<file path="src/rtl/hex_fragment_serializer.sv">
// ============================================================================
// Module   : hex_fragment_serializer
// Buffers rasterizer batches in a slot ring, culls off-grid fragments and
// streams survivors one per cycle with a linear tile address.
// Revision : 1.0
// ============================================================================
`default_nettype none

module hex_fragment_serializer #(
    parameter int BATCH  = 10,
    parameter int SLOTS  = 2,
    parameter int GRID_W = 64,
    parameter int GRID_H = 64,
    parameter int ADDR_W = $clog2(GRID_W * GRID_H)
) (
    input  logic                     clk,
    input  logic                     reset,
    input  logic                     valid_in,
    input  logic [16*BATCH-1:0]      q,
    input  logic [16*BATCH-1:0]      r,
    input  logic [8*BATCH-1:0]       depth,
    output logic                     full,
    output logic                     out_valid,
    input  logic                     out_ready,
    output logic signed [15:0]       out_q,
    output logic signed [15:0]       out_r,
    output logic [7:0]               out_depth,
    output logic [ADDR_W-1:0]        out_addr,
    output logic                     out_last,
    output logic                     overflow,
    output logic [15:0]              drop_count
);

    localparam int IDX_W = (BATCH > 1) ? $clog2(BATCH) : 1;
    localparam int PTR_W = (SLOTS > 1) ? $clog2(SLOTS) : 1;
    localparam int CNT_W = $clog2(SLOTS + 1);

    logic [16*BATCH-1:0] slot_q_q     [SLOTS];
    logic [16*BATCH-1:0] slot_r_q     [SLOTS];
    logic [8*BATCH-1:0]  slot_d_q     [SLOTS];
    logic [BATCH-1:0]    slot_mask_q  [SLOTS];
    logic [IDX_W-1:0]    slot_last_q  [SLOTS];

    logic [CNT_W-1:0]  count_q, count_d;
    logic [PTR_W-1:0]  wr_ptr_q, wr_ptr_d;
    logic [PTR_W-1:0]  rd_ptr_q, rd_ptr_d;
    logic [IDX_W-1:0]  idx_q, idx_d;

    logic               out_valid_q, out_valid_d;
    logic signed [15:0] out_q_q, out_q_d;
    logic signed [15:0] out_r_q, out_r_d;
    logic [7:0]         out_depth_q, out_depth_d;
    logic [ADDR_W-1:0]  out_addr_q, out_addr_d;
    logic               out_last_q, out_last_d;
    logic               overflow_q, overflow_d;
    logic [15:0]        drop_count_q, drop_count_d;

    logic [BATCH-1:0]   w_mask;
    logic [IDX_W-1:0]   w_lastidx;
    logic               w_acc, w_ovf, w_adv, w_rel, w_cull, w_el_m;
    logic signed [15:0] w_el_q, w_el_r;
    logic [7:0]         w_el_d;
    logic [16:0]        w_drop_sum;

    function automatic logic in_grid(input logic signed [15:0] qq,
                                     input logic signed [15:0] rr);
        return (int'(qq) >= 0) && (int'(qq) < GRID_W) &&
               (int'(rr) >= 0) && (int'(rr) < GRID_H);
    endfunction

    always_comb begin
        w_mask    = '0;
        w_lastidx = '0;
        for (int i = 0; i < BATCH; i++) begin
            w_mask[i] = in_grid(q[16*i +: 16], r[16*i +: 16]);
            if (w_mask[i]) begin
                w_lastidx = IDX_W'(i);
            end
        end
    end

    // Capture only sees the registered count: a same-cycle release frees nothing.
    assign w_acc  = valid_in && (count_q < CNT_W'(SLOTS));
    assign w_ovf  = valid_in && !w_acc;
    assign w_adv  = (count_q != '0) && (!out_valid_q || out_ready);
    assign w_rel  = w_adv && (idx_q == IDX_W'(BATCH - 1));
    assign w_el_m = slot_mask_q[rd_ptr_q][idx_q];
    assign w_el_q = slot_q_q[rd_ptr_q][16*int'(idx_q) +: 16];
    assign w_el_r = slot_r_q[rd_ptr_q][16*int'(idx_q) +: 16];
    assign w_el_d = slot_d_q[rd_ptr_q][8*int'(idx_q) +: 8];
    assign w_cull = w_adv && !w_el_m;

    assign w_drop_sum = {1'b0, drop_count_q} + 17'(w_cull)
                      + (w_ovf ? 17'(BATCH) : 17'd0);

    always_comb begin
        count_d      = count_q + CNT_W'(w_acc) - CNT_W'(w_rel);
        wr_ptr_d     = wr_ptr_q + PTR_W'(w_acc);
        rd_ptr_d     = rd_ptr_q + PTR_W'(w_rel);
        idx_d        = idx_q;
        overflow_d   = overflow_q || w_ovf;
        drop_count_d = w_drop_sum[16] ? 16'hFFFF : w_drop_sum[15:0];
        out_valid_d  = out_valid_q;
        out_q_d      = out_q_q;
        out_r_d      = out_r_q;
        out_depth_d  = out_depth_q;
        out_addr_d   = out_addr_q;
        out_last_d   = out_last_q;

        if (w_adv) begin
            idx_d = w_rel ? '0 : idx_q + IDX_W'(1);
            if (w_el_m) begin
                out_valid_d = 1'b1;
                out_q_d     = w_el_q;
                out_r_d     = w_el_r;
                out_depth_d = w_el_d;
                out_addr_d  = ADDR_W'(w_el_r) * ADDR_W'(GRID_W) + ADDR_W'(w_el_q);
                out_last_d  = (idx_q == slot_last_q[rd_ptr_q]);
            end else begin
                out_valid_d = 1'b0;
            end
        end else if ((count_q == '0) && out_ready) begin
            out_valid_d = 1'b0;
        end
    end

    always_ff @(posedge clk or posedge reset) begin
        if (reset) begin
            for (int s = 0; s < SLOTS; s++) begin
                slot_q_q[s]    <= '0;
                slot_r_q[s]    <= '0;
                slot_d_q[s]    <= '0;
                slot_mask_q[s] <= '0;
                slot_last_q[s] <= '0;
            end
        end else if (w_acc) begin
            slot_q_q[wr_ptr_q]    <= q;
            slot_r_q[wr_ptr_q]    <= r;
            slot_d_q[wr_ptr_q]    <= depth;
            slot_mask_q[wr_ptr_q] <= w_mask;
            slot_last_q[wr_ptr_q] <= w_lastidx;
        end
    end

    always_ff @(posedge clk or posedge reset) begin
        if (reset) begin
            count_q      <= '0;
            wr_ptr_q     <= '0;
            rd_ptr_q     <= '0;
            idx_q        <= '0;
            out_valid_q  <= 1'b0;
            out_q_q      <= '0;
            out_r_q      <= '0;
            out_depth_q  <= '0;
            out_addr_q   <= '0;
            out_last_q   <= 1'b0;
            overflow_q   <= 1'b0;
            drop_count_q <= '0;
        end else begin
            count_q      <= count_d;
            wr_ptr_q     <= wr_ptr_d;
            rd_ptr_q     <= rd_ptr_d;
            idx_q        <= idx_d;
            out_valid_q  <= out_valid_d;
            out_q_q      <= out_q_d;
            out_r_q      <= out_r_d;
            out_depth_q  <= out_depth_d;
            out_addr_q   <= out_addr_d;
            out_last_q   <= out_last_d;
            overflow_q   <= overflow_d;
            drop_count_q <= drop_count_d;
        end
    end

    assign full       = (count_q == CNT_W'(SLOTS));
    assign out_valid  = out_valid_q;
    assign out_q      = out_q_q;
    assign out_r      = out_r_q;
    assign out_depth  = out_depth_q;
    assign out_addr   = out_addr_q;
    assign out_last   = out_last_q;
    assign overflow   = overflow_q;
    assign drop_count = drop_count_q;

endmodule

`default_nettype wire

</file>
<file path="config.mk">
export PLATFORM = sky130hd
export DESIGN_NAME = hex_fragment_serializer
export DESIGN_NICKNAME = d
export VERILOG_FILES = /design/src/rtl/hex_fragment_serializer.sv
export SDC_FILE = /design/constraint.sdc
export NUM_CORES = 2
export LEC_CHECK = 0
export CORE_MARGIN = 2
export CORE_UTILIZATION = 57
export CTS_CLUSTER_DIAMETER = 150
export DETAILED_ROUTE_END_ITERATION = 10
export PLACE_DENSITY = 0.81
export SLEW_MARGIN = 20
export SYNTH_ARGS = -nofsm -noshare
export SYNTH_HDL_FRONTEND = slang
export SYNTH_SLANG_ARGS = --single-unit
</file>
<file path="constraint.sdc">
create_clock -name clk -period 41 [get_ports clk]
set_clock_uncertainty 0.1 [all_clocks]
set_input_delay 8.2 -clock clk [delete_from_list [all_inputs] [get_ports clk]]
set_output_delay 8.2 -clock clk [all_outputs]
set_load 0.03 [all_outputs]
</file>
## Yosys cells after proc, flatten, opt, wreduce, memory -nomap -nowiden

Index checks and enable logic that the tools add are counted.

| word-level totals | value |
|---|---|
| logic and storage cells | 174 |
| bits of input ports | 404 |
| bits in registers | 907 |
| output and inout port bits | 72 |

| cells by class | value |
|---|---|
| mux-type cells | 45 |
| magnitude comparators | 45 |
| add/subtract/negate cells | 8 |
| reduce and logical (&&, ||, !) cells | 46 |
| shift operators | 3 |
| eq/ne operators | 3 |
| bitwise gates (word level) | 2 |

Operators with widths:

| cell | count |
|---|---|
| 160-bit 2-to-1 mux | 7 |
| 320-bit bitwise mux | 2 |
| 16-bit by 1-bit >= comparator with 1-bit output, second input constant | 20 |
| 16-bit by 8-bit < comparator with 1-bit output, second input constant | 20 |
| 80-bit 2-to-1 mux | 4 |
| 160-bit by 9-bit variable part select with 16-bit output | 2 |
| 160-bit bitwise mux | 1 |
| 160-bit demux with 1-bit select | 1 |
| 80-bit demux with 1-bit select | 1 |
| 80-bit by 8-bit variable part select with 8-bit output | 1 |
| 4-bit 2-to-1 mux | 14 |
| 10-bit 2-to-1 mux | 4 |
| 1-bit logical AND | 37 |
| 20-bit bitwise mux | 1 |
| 16-bit by 1-bit adder with 17-bit output | 1 |
| 17-bit by 4-bit adder with 17-bit output | 1 |
| 16-bit 2-to-1 mux | 1 |
| 12-bit adder | 1 |
| 10-bit demux with 1-bit select | 1 |
| 8-bit bitwise mux | 1 |
| 4-bit by 5-bit < comparator with 1-bit output, second input constant | 1 |
| 1-bit 2-to-1 mux | 5 |
| 4-bit by 1-bit adder with 4-bit output, second input constant | 1 |
| 1-bit binary-select mux with 4-bit select | 1 |
| 16 further kinds | 23 |

## Depth between registers and ports, before layout

| logic depth | value |
|---|---|
| depth after elaboration | 14 |
| depth in mapped cells | 17 |

## Worst setup path after synthesis

Ideal clock, no wire load.

| timing path | value |
|---|---|
| path type | input -> register |
| start point | in out_ready |
| end point | reg drop_count_q[10], in the netlist drop_count[10] |
| setup slack | 30472 ps |
| required time | 40832 ps |
| arrival time | 10361 ps |
| stages | 12 |
| cells stage by stage | nand2b_1 -> o21ai_0 -> nor2_1 -> ha_1 -> inv_1 -> fa_1 -> o21bai_1 -> and3_1 -> nand3_1 -> or2_1 -> clkbuf_1 -> nand2_1 |

| between the ends | value |
|---|---|
| cells in the longest elaborated chain, start to end | 6 |

RTL lines:

| element | RTL line | RTL |
|---|---|---|
| start, declared | 24 | `input logic out_ready,` |
| 1-bit logical OR | 85 | `assign w_adv = (count_q != '0) && (!out_valid_q \|\| out_ready);` |
| 1-bit logical AND | 85 |  |
| 1-bit logical AND | 91 | `assign w_cull = w_adv && !w_el_m;` |
| 16-bit by 1-bit adder with 17-bit output | 93 | `assign w_drop_sum = {1'b0, drop_count_q} + 17'(w_cull)` |
| 17-bit by 4-bit adder with 17-bit output | 94 | `+ (w_ovf ? 17'(BATCH) : 17'd0);` |
| 16-bit 2-to-1 mux | 102 | `drop_count_d = w_drop_sum[16] ? 16'hFFFF : w_drop_sum[15:0];` |
| named net drop_count_d[10] | 56 | `logic [15:0] drop_count_q, drop_count_d;` |
| end signal, assigned | 171 | `drop_count_q <= drop_count_d;` |
| end, declared | 56 |  |

The timed path passes the listed nets, and every way through them passes these cells.
A chain may end at the register's enable or synchronous reset.

## Worst setup path in the final report

| timing path | value |
|---|---|
| start point | in valid_in |
| end point | reg slot_r_q[38] (netlist name) |

| between the ends | value |
|---|---|
| cells in the longest elaborated chain, start to end | 1 |

RTL lines:

| element | RTL line | RTL |
|---|---|---|
| start, declared | 18 | `input logic valid_in,` |
| 1-bit logical AND | 83 | `assign w_acc = valid_in && (count_q < CNT_W'(SLOTS));` |
| end signal, assigned by index | 138 | `slot_r_q[wr_ptr_q] <= r;` |
| end, declared | 39 | `logic [16*BATCH-1:0] slot_r_q [SLOTS];` |

Every way passes these cells.

==> impl_metrics.env <==
export IMPL_status="finished clean"
export IMPL_syn_inst=2722
export IMPL_relSlewSlack_pct=25.1
export IMPL_std_cell_rows=98
export IMPL_power_density_nw_per_um2=86.6
export IMPL_crit_path_frequent_cell="buf_4"
export IMPL_synthTopCellsByArea="dfrtp_1, mux2_2, mux4_2"
export IMPL_hold_violations=0
export IMPL_grt_overflow_total=0
export IMPL_drv_slew=0
export IMPL_final_nets=3557
export IMPL_leakage_nw=20.1
export IMPL_post_cts_setup_buffer_count=0
export IMPL_synth_edf_count=0
export IMPL_yosys_top_cells_count="dfrtp_1, mux2_2, mux4_2"
export IMPL_yosysWarningCount=0
export IMPL_p_int_w=0.00285
export IMPL_startpoint_type="input pin"
export IMPL_cts_sinks=901
export IMPL_met2_usage_pct=49.9
export IMPL_cts_buffers=94
export IMPL_die_h_um=272
export IMPL_grt_most_used_layer="met2"
export IMPL_power_switching_share_pct=34.0
export IMPL_grt_pass1_wl_um=170000
export IMPL_required_ns=41.41
export IMPL_drive_gt1_share_pct=39.0
export IMPL_ioPinCount=476
export IMPL_avgSynthCellArea_sq_um=15.0
export IMPL_fin_crit_sh_pct=30.8
export IMPL_drt_initial_drc_count=1980
export IMPL_drc_errors=0
export IMPL_period_minus_slack_ns=12.64
export IMPL_cp_cell_sequence="clkdlybuf4s50_1, nand2b_1, inv_1, ha_4, buf_4, buf_4, buf_4, mux2_2"
export IMPL_yosysMostFrequentCell="dfrtp_1"
export IMPL_cts_resized=0
export IMPL_endpoint_kind="flop"
export IMPL_synthesis_area_sq_um=41000
export IMPL_start_util_pct=57.4
export IMPL_post_drt_via_cell_ratio=6.14
export IMPL_yosysTopAreaCell="dfrtp_1"
export IMPL_dieArea_sq_um=74000
export IMPL_setup_viol=0
export IMPL_grt_max_degree=162
export IMPL_met3_usage_pct=7.25
export IMPL_synth_top_cell_area_share_pct=55.0
export IMPL_yosysUniqueCellTypes=51
export IMPL_dr_pass1_iters=6
export IMPL_ant_nets=0
export IMPL_path_class="input pin to flop"
export IMPL_die_x_um=272
export IMPL_tightest_slew_ns=1.12
export IMPL_fmax_ghz=0.0791
export IMPL_switchingPower_w=0.00146
export IMPL_grt_pass1_vias=28107
export IMPL_async_reset_ff_share_pct=100
export IMPL_rsz0062_at_grt="no"
export IMPL_finalSetupTns_ns=0
export IMPL_antenna_found_initial=42
export IMPL_vdd_drop_max_mv=0.0478
export IMPL_syn_num_nets=3142
export IMPL_critPathMaxFanout=80
export IMPL_slowest_stage="buf_4"
export IMPL_worstPathArrival_ns=13.06
export IMPL_seq_area_frac_synth_pct=55.0
export IMPL_dp_hpwl_um=78300
export IMPL_seq_area_sq_um=22600
export IMPL_n_fill_cell=4593
export IMPL_p_clk_share_pct=21.2
export IMPL_clockBufferDepth=3
export IMPL_p_seq_share_pct=37.5
export IMPL_gp_congestion=0.857
export IMPL_grt_util_met1_pct=38.3
export IMPL_multi_input_area_sq_um=17400
export IMPL_worst_slack_ns=28.36
export IMPL_clk_pin_slew_worst_paths_ns=0.06
export IMPL_tritoncts="done"
export IMPL_dp_slack_ns=27.76
export IMPL_clk_latency_ns=0.64
export IMPL_cap_violations=0
export IMPL_grt_util_all_layers_pct=30.5
export IMPL_cp_slowest_stage_delay_ns=0.97
export IMPL_htree_levels=3
export IMPL_dr_total_vias=25718
export IMPL_cts_root_buf="clkbuf_16"
export IMPL_pwr_share_comb_pct=41.4
export IMPL_cts_hold_buf=0
export IMPL_min_path_type="flop to flop"
export IMPL_ys_ff_latch=901
export IMPL_routed_wl_um=112000
export IMPL_yosys_most_used_dff="dfrtp_1"
export IMPL_io_buffers=475
export IMPL_final_util_pct=69.7
export IMPL_wire_per_inst_um=26.8
export IMPL_syn2layout_area_growth_pct=21.5
export IMPL_coreArea_sq_um=71400
==> power groups by stage <==
| stage | Combinational, W | Clock [W] | Sequential [W] |
|---|---|---|---|
| floorplan | 0.00129 | 0 | 0.00155 |
| global placement | 0.00172 | 0 | 0.00157 |
| detailed placement | 0.00178 | 0 | 0.00162 |
| CTS | 0.00179 | 0.000925 | 0.00161 |
| global route | 0.00189 | 0.000962 | 0.00166 |
| finish | 0.00178 | 0.000912 | 0.00161 |
==> worst paths after layout <==
| check | to | cells after the start | slack, ns | start |
|---|---|---|---|---|
| setup / recovery | slot_r_q[38]$_DFFE_PP0P_ | 8 | 28.36 | valid_in |
| hold / removal | overflow$_DFF_PP0_ | 1 | 0.38 | overflow$_DFF_PP0_ |
| setup reg to reg | drop_count[6]$_DFF_PP0_ | 15 | 35.00 | idx_q[0]$_DFFE_PP0P_ |
| hold reg to reg | overflow$_DFF_PP0_ | 1 | 0.38 | overflow$_DFF_PP0_ |
| max in group asynchronous | slot_r_q[292]$_DFFE_PP0P_ | 5 | 29.81 | reset |
| min in group asynchronous | slot_r_q[209]$_DFFE_PP0P_ | 2 | 8.04 | reset |
==> stage by stage <==
step	instance area [sq um]	hold slack (ns)	total power, W	cells
final	49700	0.380	0.00431	4190
after global placement	46300	0.348	0.00329	3991
after floorplan	41000	0.373	0.00285	2722
after detailed placement	46300	0.370	0.00340	3991
after CTS	49700	0.387	0.00432	4163
after global routing	49700	0.409	0.00452	4180
==> sequential cells by signal, summed over array words and instances, names as in the netlist, 16 cells and up <==
name / flops
slot_q_q: 320
slot_mask_q: 20
out_q: 16
slot_d_q: 160
slot_r_q: 320
out_r: 16
drop_count: 16
==> worst max-delay path: cells and delay by family <==
family | cells | cell delay, ns
buffers and inverters | 5 | 3.35
adders and majority gates | 1 | 0.82
muxes | 1 | 0.42
and+or+nand+nor | 1 | 0.10
==> layout by cell type, fill, tap and decap left out, types with 28 or more instances in the layout <==
cell type,netlist,layout
a211oi_1,32,32
a21oi_1,68,68
a311oi_1,28,28
clkbuf_16,0,97
clkdlybuf4s50_1,0,475
dfrtp_1,901,896
mux2_2,830,830
mux4_2,197,197
nand2_1,135,135
nor2_1,68,68
nor2b_1,34,34
nor4_1,49,49
==> final cells by class <==
type                    count  share of cell area (%)
multi-input cells        1613                    35.0
diodes                     27                   0.136
flip-flops and latches    901                    45.4
well taps                 950                    2.39
clock inverters            34                    1.08
repair buffers            509                    10.2
inverters                  18                   0.151
clock buffers             138                    5.67
==> routing by layer <==
layer  vias up  wire, um
met5         -       212
met4        32      5690
met3       259      8230
met2       881     55400
met1     13625     42600
li1      10921         -
==> kinds of logic after synthesis <==
kind of cell,after synthesis,synth area share (%)
and+or+nand+nor,326,3.74
DFF,901,55.0
adders and majority gates,16,0.525
buffers and inverters,208,2.48
AOI/OAI and AO/OA,181,2.91
xor gates and xnor gates,23,0.492
muxes,1067,34.8
No activity file was read; power rests on OpenSTA's default activity.
